===== src/rtl/barrel_shifter_pipe.sv =====
// Pipelined barrel shifter/rotator: one register stage per shift level, MSB of the
// shift amount first, valid/ready handshake with full backpressure on both sides.
module barrel_shifter_pipe #(
  parameter int DW = 8
) (
  input  logic                  i_clk,
  input  logic                  i_rstn,
  input  logic                  i_valid,
  output logic                  o_ready,
  input  logic [DW-1:0]         i_a,
  input  logic [$clog2(DW)-1:0] i_k,
  input  logic [1:0]            i_mode,
  output logic                  o_valid,
  input  logic                  i_ready,
  output logic [DW-1:0]         o_y
);

  localparam int KW = $clog2(DW);

  // Stage registers. Only data and valid are needed after the last level, so the
  // control fields exist for stages 0..KW-2.
  logic [DW-1:0] data_q [KW];
  logic [KW-1:0] k_q    [KW-1];
  logic [1:0]    mode_q [KW-1];
  logic [KW-2:0] sign_q;
  logic [KW-1:0] vld_q;

  logic [KW-1:0] stage_ready;
  logic [DW-1:0] src_data [KW];
  logic [DW-1:0] nxt_data [KW];
  logic [KW-1:0] src_k    [KW];
  logic [1:0]    src_mode [KW];
  logic [KW-1:0] src_sign;
  logic [KW-1:0] src_vld;

  function automatic logic [DW-1:0] shift_step(input logic [DW-1:0] d, input int sh,
                                               input logic [1:0] m, input logic sgn);
    logic [DW-1:0] fill;
    fill = sgn ? ~({DW{1'b1}} >> sh) : '0;
    case (m)
      2'b00:   return (d >> sh) | (d << (DW - sh));
      2'b01:   return (d << sh) | (d >> (DW - sh));
      2'b10:   return d >> sh;
      default: return (d >> sh) | fill;
    endcase
  endfunction

  always_comb begin
    logic r;
    r = 1'b0;
    // A stage can take a beat if it, or any stage below it, is empty, or the consumer drains.
    for (int s = 0; s < KW; s++) begin
      r = i_ready;
      for (int j = s; j < KW; j++) r = r | ~vld_q[j];
      stage_ready[s] = r;
    end

    src_data[0] = i_a;
    src_k[0]    = i_k;
    src_mode[0] = i_mode;
    src_sign[0] = i_a[DW-1];
    src_vld[0]  = i_valid;
    for (int s = 1; s < KW; s++) begin
      src_data[s] = data_q[s-1];
      src_k[s]    = k_q[s-1];
      src_mode[s] = mode_q[s-1];
      src_sign[s] = sign_q[s-1];
      src_vld[s]  = vld_q[s-1];
    end

    // The amount is realigned every stage so the bit for this level is always the MSB.
    for (int s = 0; s < KW; s++) begin
      nxt_data[s] = src_k[s][KW-1] ?
                    shift_step(src_data[s], 1 << (KW - 1 - s), src_mode[s], src_sign[s]) :
                    src_data[s];
    end
  end

  always_ff @(posedge i_clk) begin
    if (!i_rstn) begin
      vld_q  <= '0;
      sign_q <= '0;
      for (int s = 0; s < KW; s++) data_q[s] <= '0;
      for (int s = 0; s < KW - 1; s++) begin
        k_q[s]    <= '0;
        mode_q[s] <= '0;
      end
    end else begin
      for (int s = 0; s < KW; s++) begin
        if (stage_ready[s]) begin
          vld_q[s]  <= src_vld[s];
          data_q[s] <= nxt_data[s];
        end
      end
      for (int s = 0; s < KW - 1; s++) begin
        if (stage_ready[s]) begin
          k_q[s]    <= src_k[s] << 1;
          mode_q[s] <= src_mode[s];
          sign_q[s] <= src_sign[s];
        end
      end
    end
  end

  assign o_ready = stage_ready[0] & i_rstn;
  assign o_valid = vld_q[KW-1];
  assign o_y     = data_q[KW-1];

endmodule


===== config.mk =====
export PLATFORM = sky130hd
export DESIGN_NAME = barrel_shifter_pipe
export DESIGN_NICKNAME = d
export VERILOG_FILES = /design/src/rtl/barrel_shifter_pipe.sv
export SDC_FILE = /design/constraint.sdc
export NUM_CORES = 1
export LEC_CHECK = 0
export ABC_AREA = 1
export CAP_MARGIN = 15
export CORE_MARGIN = 3
export CORE_UTILIZATION = 25
export CTS_CLUSTER_DIAMETER = 150
export DETAILED_ROUTE_END_ITERATION = 6
export PLACE_DENSITY = 0.42
export SETUP_SLACK_MARGIN = 0.5
export SLEW_MARGIN = 20
export SYNTH_ARGS = -nofsm -noshare
export SYNTH_HDL_FRONTEND = slang
export SYNTH_SLANG_ARGS = --single-unit

===== constraint.sdc =====
create_clock -name i_clk -period 1.3 [get_ports i_clk]
set_clock_uncertainty 0.1 [all_clocks]
set_input_delay 0.26 -clock i_clk [delete_from_list [all_inputs] [get_ports i_clk]]
set_output_delay 0.26 -clock i_clk [all_outputs]
set_load 0.05 [all_outputs]

==> results of run 1 <==
kinds of logic (layout without fill, tap and decap cells):
kind of cell / Yosys count / count (layout) / synth area share
AND/OR/NAND/NOR: 125 / 127 / 0.276
AO/OA/AOI/OAI: 24 / 24 / 0.0625
buffers and inverters: 49 / 105 / 0.125
flip-flops: 36 / 36 / 0.536
sequential cells by signal, indices dropped and copies added (netlist names):
| register | count |
|---|---|
| sign_q | 2 |
| mode_q | 4 |
| data_q | 24 |
| k_q | 3 |
| vld_q | 3 |
cell usage after synthesis (all sizes together):
cell    number
clkinv       2
inv         30
nor2        23
a21oi       17
clkbuf       1
o21ai        7
buf         16
dfxtp        5
edfxtp      31
nand3       41
nand2       61
metrics by stage:
stage	instance area (sq um)	utilization	setup WS, ns	hold slack [ns]
after floorplan	1990	-	-0.268	0.267
after global routing	2990	0.406	-0.260	0.437
after CTS	2880	0.391	-0.249	0.401
after detailed placement	2550	0.346	-0.426	0.382
final	2990	0.406	-0.198	0.392
after global placement	2550	0.346	-0.402	0.378
worst min-delay path by stage:
stage / from / slack, ns / depth (start not counted) / end
3_3_place_gp: vld_q[0]$_SDFFE_PN0P_ / 0.38 / 2 / vld_q[1]$_SDFFE_PN0P_
5_1_grt: i_valid / 0.44 / 3 / vld_q[0]$_SDFFE_PN0P_
2_1_floorplan: i_valid / 0.27 / 2 / vld_q[0]$_SDFFE_PN0P_
4_1_cts: sign_q[1]$_SDFFE_PN0P_ / 0.40 / 2 / sign_q[1]$_SDFFE_PN0P_
6_report: sign_q[1]$_SDFFE_PN0P_ / 0.39 / 2 / sign_q[1]$_SDFFE_PN0P_
3_5_place_dp: sign_q[1]$_SDFFE_PN0P_ / 0.38 / 2 / sign_q[1]$_SDFFE_PN0P_
power groups by stage:
stage / Combinational [mW] / Sequential, mW / Clock (mW)
2_1_floorplan: 0.276 / 1.37 / 0
3_3_place_gp: 0.458 / 1.39 / 0
3_5_place_dp: 0.457 / 1.39 / 0
4_1_cts: 0.489 / 1.37 / 1.10
5_1_grt: 0.560 / 1.37 / 1.17
6_report: 0.513 / 1.37 / 1.06
area by class of cell:
| cell class | count | area share |
|---|---|---|
| flip-flops and latches | 36 | 0.346 |
| repair buffers | 65 | 0.267 |
| multi-input cells | 151 | 0.260 |
| inverters | 32 | 0.0435 |
| well taps | 99 | 0.0414 |
| clock buffers | 7 | 0.0322 |
| clock inverters | 1 | 0.0100 |
what timing repair did:
| action | CTS | global route |
|---|---|---|
| pin swaps | 6 | 4 |
| resized for setup | 28 | 9 |
| hold endpoints to repair | 0 | 0 |
| setup endpoints to repair | 77 | 77 |
| buffers inserted | 6 | 3 |
| cloned | 4 | 2 |
routing by layer:
metal / wire, um / global-route usage
met1: 1780 / 0.117
met2: 2410 / 0.194
met3: 248 / 0.0329
met4: 53 / 0.0421
met5: 0 / 0
critical path, delay by kind of cell (launching register included):
kind | cells | cell delay (ns)
flops | 1 | 0.35
simple gates | 3 | 0.30
buf+inv | 3 | 0.21
==> reports/metrics.yaml, run 1 <==
timing:
  min_period_ns: 1.50
  hold_viol: 0
  setup-tns-final_ns: -7.48
  final-max-slew-violation-count: 0
  setup_viol: 62
  finalCritPeriodShare: 1.15
  worst_slew_pin_slew_ns: 0.260
  grt_setup_unrepaired: "true"
  timing.fmax_ghz: 0.668
  slew_headroom: 0.825
  fin_ws_ns: -0.198
layout:
  n_fill_cell: 767
  final_cell_count_no_fill: 391
  final_cell_mix: "nand2_1, nand3_1, edfxtp_1"
  multi_input_area_sq_um: 778
  synthToLayoutAreaGrowth_pct: 55.6
  final_layout_size_suffix_gt1_frac: 0.260
  antenna_cells: 0
  seq_area_sq_um: 1030
  fin_nets: 308
  layout_commonest_cell: "nand2_1"
global_route:
  grtUsageTotal: 0.107
  grt_pass1_wl_um: 7360
  grt_antenna_before_repair: 0
  grt.overflow.total: 0
  grt_pass1_vias: 1672
  grt_max_degree: 18
synth:
  synth-seq-cells: 36
  yosysTopAreaCellShare: 0.484
  syn_area_per_cell_sq_um: 8.21
  yosysTopAreaCell: "edfxtp_1"
  syn_area_sq_um: 1920
  ys_types: 17
  synthCells: 234
  syn_nets: 251
  synth_area_leaders: "edfxtp_1, nand2_1, nand3_1"
  ys_seq_area_frac: 0.536
  synth_warnings: 0
die:
  die_x_um: 93.7
  initial_utilization: 0.261
  die_h_um: 93.7
  pin_count: 27
  core_area_sq_um: 7370
  rows: 31
  die-area_sq_um: 8780
worst_setup_path:
  worstSetupEndpointType: "output pin"
  endpoint: "o_ready"
  r2r_end: "mode_q[0][3]$_SDFFCE_PN0P_"
  worstSetupStartpointType: "flop"
  crit_chain: "inv_2 > nor2_4 > nand3_4 > nand2_4 > inv_4 > buf_12"
  critPathMaxStageDelay_ns: 0.35
  cp_slowest_cell: "dfxtp_4"
  worstSetupPathType: "flop to output pin"
  required_ns: 0.94
  r2r-start: "vld_q[2]$_SDFFE_PN0N_"
  r2r_cells: 8
  startpoint: "vld_q[2]$_SDFFE_PN0N_"
  cp_max_fo: 2
  crit_arrival_ns: 1.14
  r2r_slack_ns: -0.17
status:
  violations: "negative setup slack"
  status: "complete, but fails checks"
clocking:
  path_clk_slew_ns: 0.07
  numCtsBuffers: 5
  cts_tree: "built"
  cts_root_buf: "clkbuf_8"
  clock-sinks: 36
  clk_path_buf_depth: 2
  clk_latency_ns: 0.28
  holdBufCountCts: 0
  htree_levels: 2
run:
  drv_cap: 0
drt:
  drt-total-wl_um: 4490
  vias_per_cell: 4.29
  first_iter_violations: 93
  drtPass1Iterations: 4
  routedWlPerCell_um: 11.5
  ant_nets: 0
  route.vias.total: 1677
  drc: 0
pwr:
  p_leak_nw: 1.31
  internal-power_mw: 2.25
  seqPwrFrac: 0.465
  totalPowerFinal_mw: 2.94
  p_switching_uw: 691
  ir_drop_mv: 0.439
  power_density_nw_per_um2: 984
  clockPowerShare: 0.361
  power_frac_comb: 0.174
  p_sw_frac: 0.235
placed_design:
  place_congestion: 0.754
  dpl.cell_count: 368
  io_buffers: 26
  post-dp-hpwl_um: 3080
min_path:
  min_path_type: "flop to flop"
(Power assumes the default switching activity.)
==> run 2, diff against run 1 <==
Settings changed: SETUP_SLACK_MARGIN 0.5 to default.
Clock period 1.3 ns to 1.35 ns, I/O delays scaled along.
==> run 2 against run 1 <==
Compared with the run above: the run still ends with negative setup slack left; combinational power is 11% lower; global-route usage is 0.28 points lower; utilization is 3.8 points lower; cell area is 9.2% lower; critical path type unchanged; critical endpoint unchanged.
==> reports/metrics.yaml, run 2 (synthesis gave the netlist of run 1 again) <==
status:
  status: "complete, but fails checks"
  violations: "negative setup slack"
worst_setup_path:
  worstSetupEndpointType: "output pin"
  worstSetupStartpointType: "flop"
  crit_arrival_ns: 1.15
  r2r_slack_ns: -0.14
  worstSetupPathType: "flop to output pin"
  required_ns: 0.98
  cp_max_fo: 2
  r2r_end: "k_q[0][3]$_SDFFCE_PN0P_"
  r2r-start: "vld_q[2]$_SDFFE_PN0N_"
  r2r_cells: 7
min_path:
  hold_start: "vld_q[0]$_SDFFE_PN0P_"
  min_path_type: "flop to flop"
  worstHoldPathCells: 2
  hold_path_end: "vld_q[1]$_SDFFE_PN0P_"
timing:
  slew_headroom: 0.834
  worst_slew_pin_slew_ns: 0.248
  grt_setup_unrepaired: "true"
  fin_ws_ns: -0.165
  hold_viol: 0
  setup_viol: 28
  min_period_ns: 1.52
  timing.fmax_ghz: 0.660
  finalCritPeriodShare: 1.12
  final-max-slew-violation-count: 0
global_route:
  grt_pass1_vias: 1624
  grt_pass1_wl_um: 7250
  grt_max_degree: 14
  grt.overflow.total: 0
  grtUsageTotal: 0.105
  grt_antenna_before_repair: 0
placed_design:
  post-dp-hpwl_um: 3010
  postPlaceCellArea_sq_um: 2470
  io_buffers: 26
  place_congestion: 0.734
clocking:
  cts_root_buf: "clkbuf_8"
  numCtsBuffers: 5
  htree_levels: 2
  path_clk_slew_ns: 0.07
  clk_latency_ns: 0.28
  cts_tree: "built"
  clk_path_buf_depth: 2
  clock-sinks: 36
drt:
  route.vias.total: 1578
  drt-total-wl_um: 4100
  ant_nets: 0
  vias_per_cell: 4.17
  first_iter_violations: 57
  drtPass1Iterations: 6
  routedWlPerCell_um: 10.8
  drc: 0
layout:
  reg_top3: "data_q (24), mode_q (4)"
  layout_commonest_cell: "nand2_1"
  final_cell_area_sq_um: 2710
  fin_nets: 295
  final_layout_size_suffix_gt1_frac: 0.201
  antenna_cells: 0
  regMostFlops: "data_q"
  largest_register_ffs: 24
  n_fill_cell: 791
  utilization: 0.368
  synthToLayoutAreaGrowth_pct: 41.2
  final_cell_mix: "nand2_1, nand3_1, edfxtp_1"
die:
  pin_count: 27
  core_area_sq_um: 7370
  die_h_um: 93.7
  die-area_sq_um: 8780
  initial_utilization: 0.261
  rows: 31
  die_x_um: 93.7
pwr:
  totalPowerFinal_mw: 2.49
  power_density_nw_per_um2: 919
  p_leak_nw: 1.16
  ir_drop_mv: 0.312
run:
  drv_cap: 0
## run 2: where the power goes
part / switching (mW) / internal [mW] / total (mW)
Clock: 0.375 / 0.350 / 0.725
Combinational: 0.233 / 0.224 / 0.457
Sequential: 0.0416 / 1.27 / 1.31
Total: 0.649 / 1.84 / 2.49
## run 2: repair_timing
action | CTS | global route
pin swaps | 1 | 2
hold buffers | 0 | 0
resized for setup | 11 | 9
endpoints found under the setup margin | 29 | 52
buffers inserted | 4 | 2
cloned | 1 | 1
hold endpoints to repair | 0 | 0
## run 2: worst max path at each step
stage | start | endpoint | slack, ns | depth (start not counted)
final | vld_q[2]$_SDFFE_PN0N_ | o_ready | -0.17 | 6
after global routing | vld_q[2]$_SDFFE_PN0N_ | o_ready | -0.25 | 6
after CTS | vld_q[2]$_SDFFE_PN0N_ | o_ready | -0.19 | 6
after detailed placement | i_ready | mode_q[0][3]$_SDFFCE_PN0P_ | -0.41 | 6
after global placement | i_ready | mode_q[0][2]$_SDFFCE_PN0P_ | -0.37 | 6
after floorplan | vld_q[2]$_SDFFE_PN0N_ | o_ready | -0.22 | 7
## run 2: layout make-up
class                   instances  area [sq um]  share of cell area
clock buffers                   5          68.8              0.0254
clock inverters                 3          13.8             0.00507
inverters                      32           135              0.0498
multi-input cells             150           714               0.263
flip-flops and latches         36          1030               0.381
well taps                      99           124              0.0456
repair buffers                 53           623               0.230
## run 2: layer usage
metal | part of all wire | GRT usage | vias to the layer above
li1 | - | - | 840
met1 | 0.43 | 0.121 | 696
met2 | 0.51 | 0.186 | 40
met3 | 0.048 | 0.0288 | 2
met4 | 0.0073 | 0.0337 | 0
met5 | 0 | 0 | -
## run 2: critical path, stage by stage (launching register included)
cell     delay (ns)
dfxtp_4        0.35
inv_2          0.04
nor2_4         0.11
nand3_4        0.10
nand2_4        0.09
inv_4          0.04
buf_12         0.14
## run 2: per-stage QoR
step / setup TNS [ns] / hold slack, ns / instances / worst slack [ns]
2_1_floorplan: -0.650 / 0.277 / 234 / -0.221
3_3_place_gp: -19.68 / 0.376 / 362 / -0.373
3_5_place_dp: -20.07 / 0.379 / 362 / -0.410
4_1_cts: -2.07 / 0.387 / 375 / -0.195
5_1_grt: -4.84 / 0.413 / 378 / -0.247
6_report: -1.80 / 0.382 / 378 / -0.165
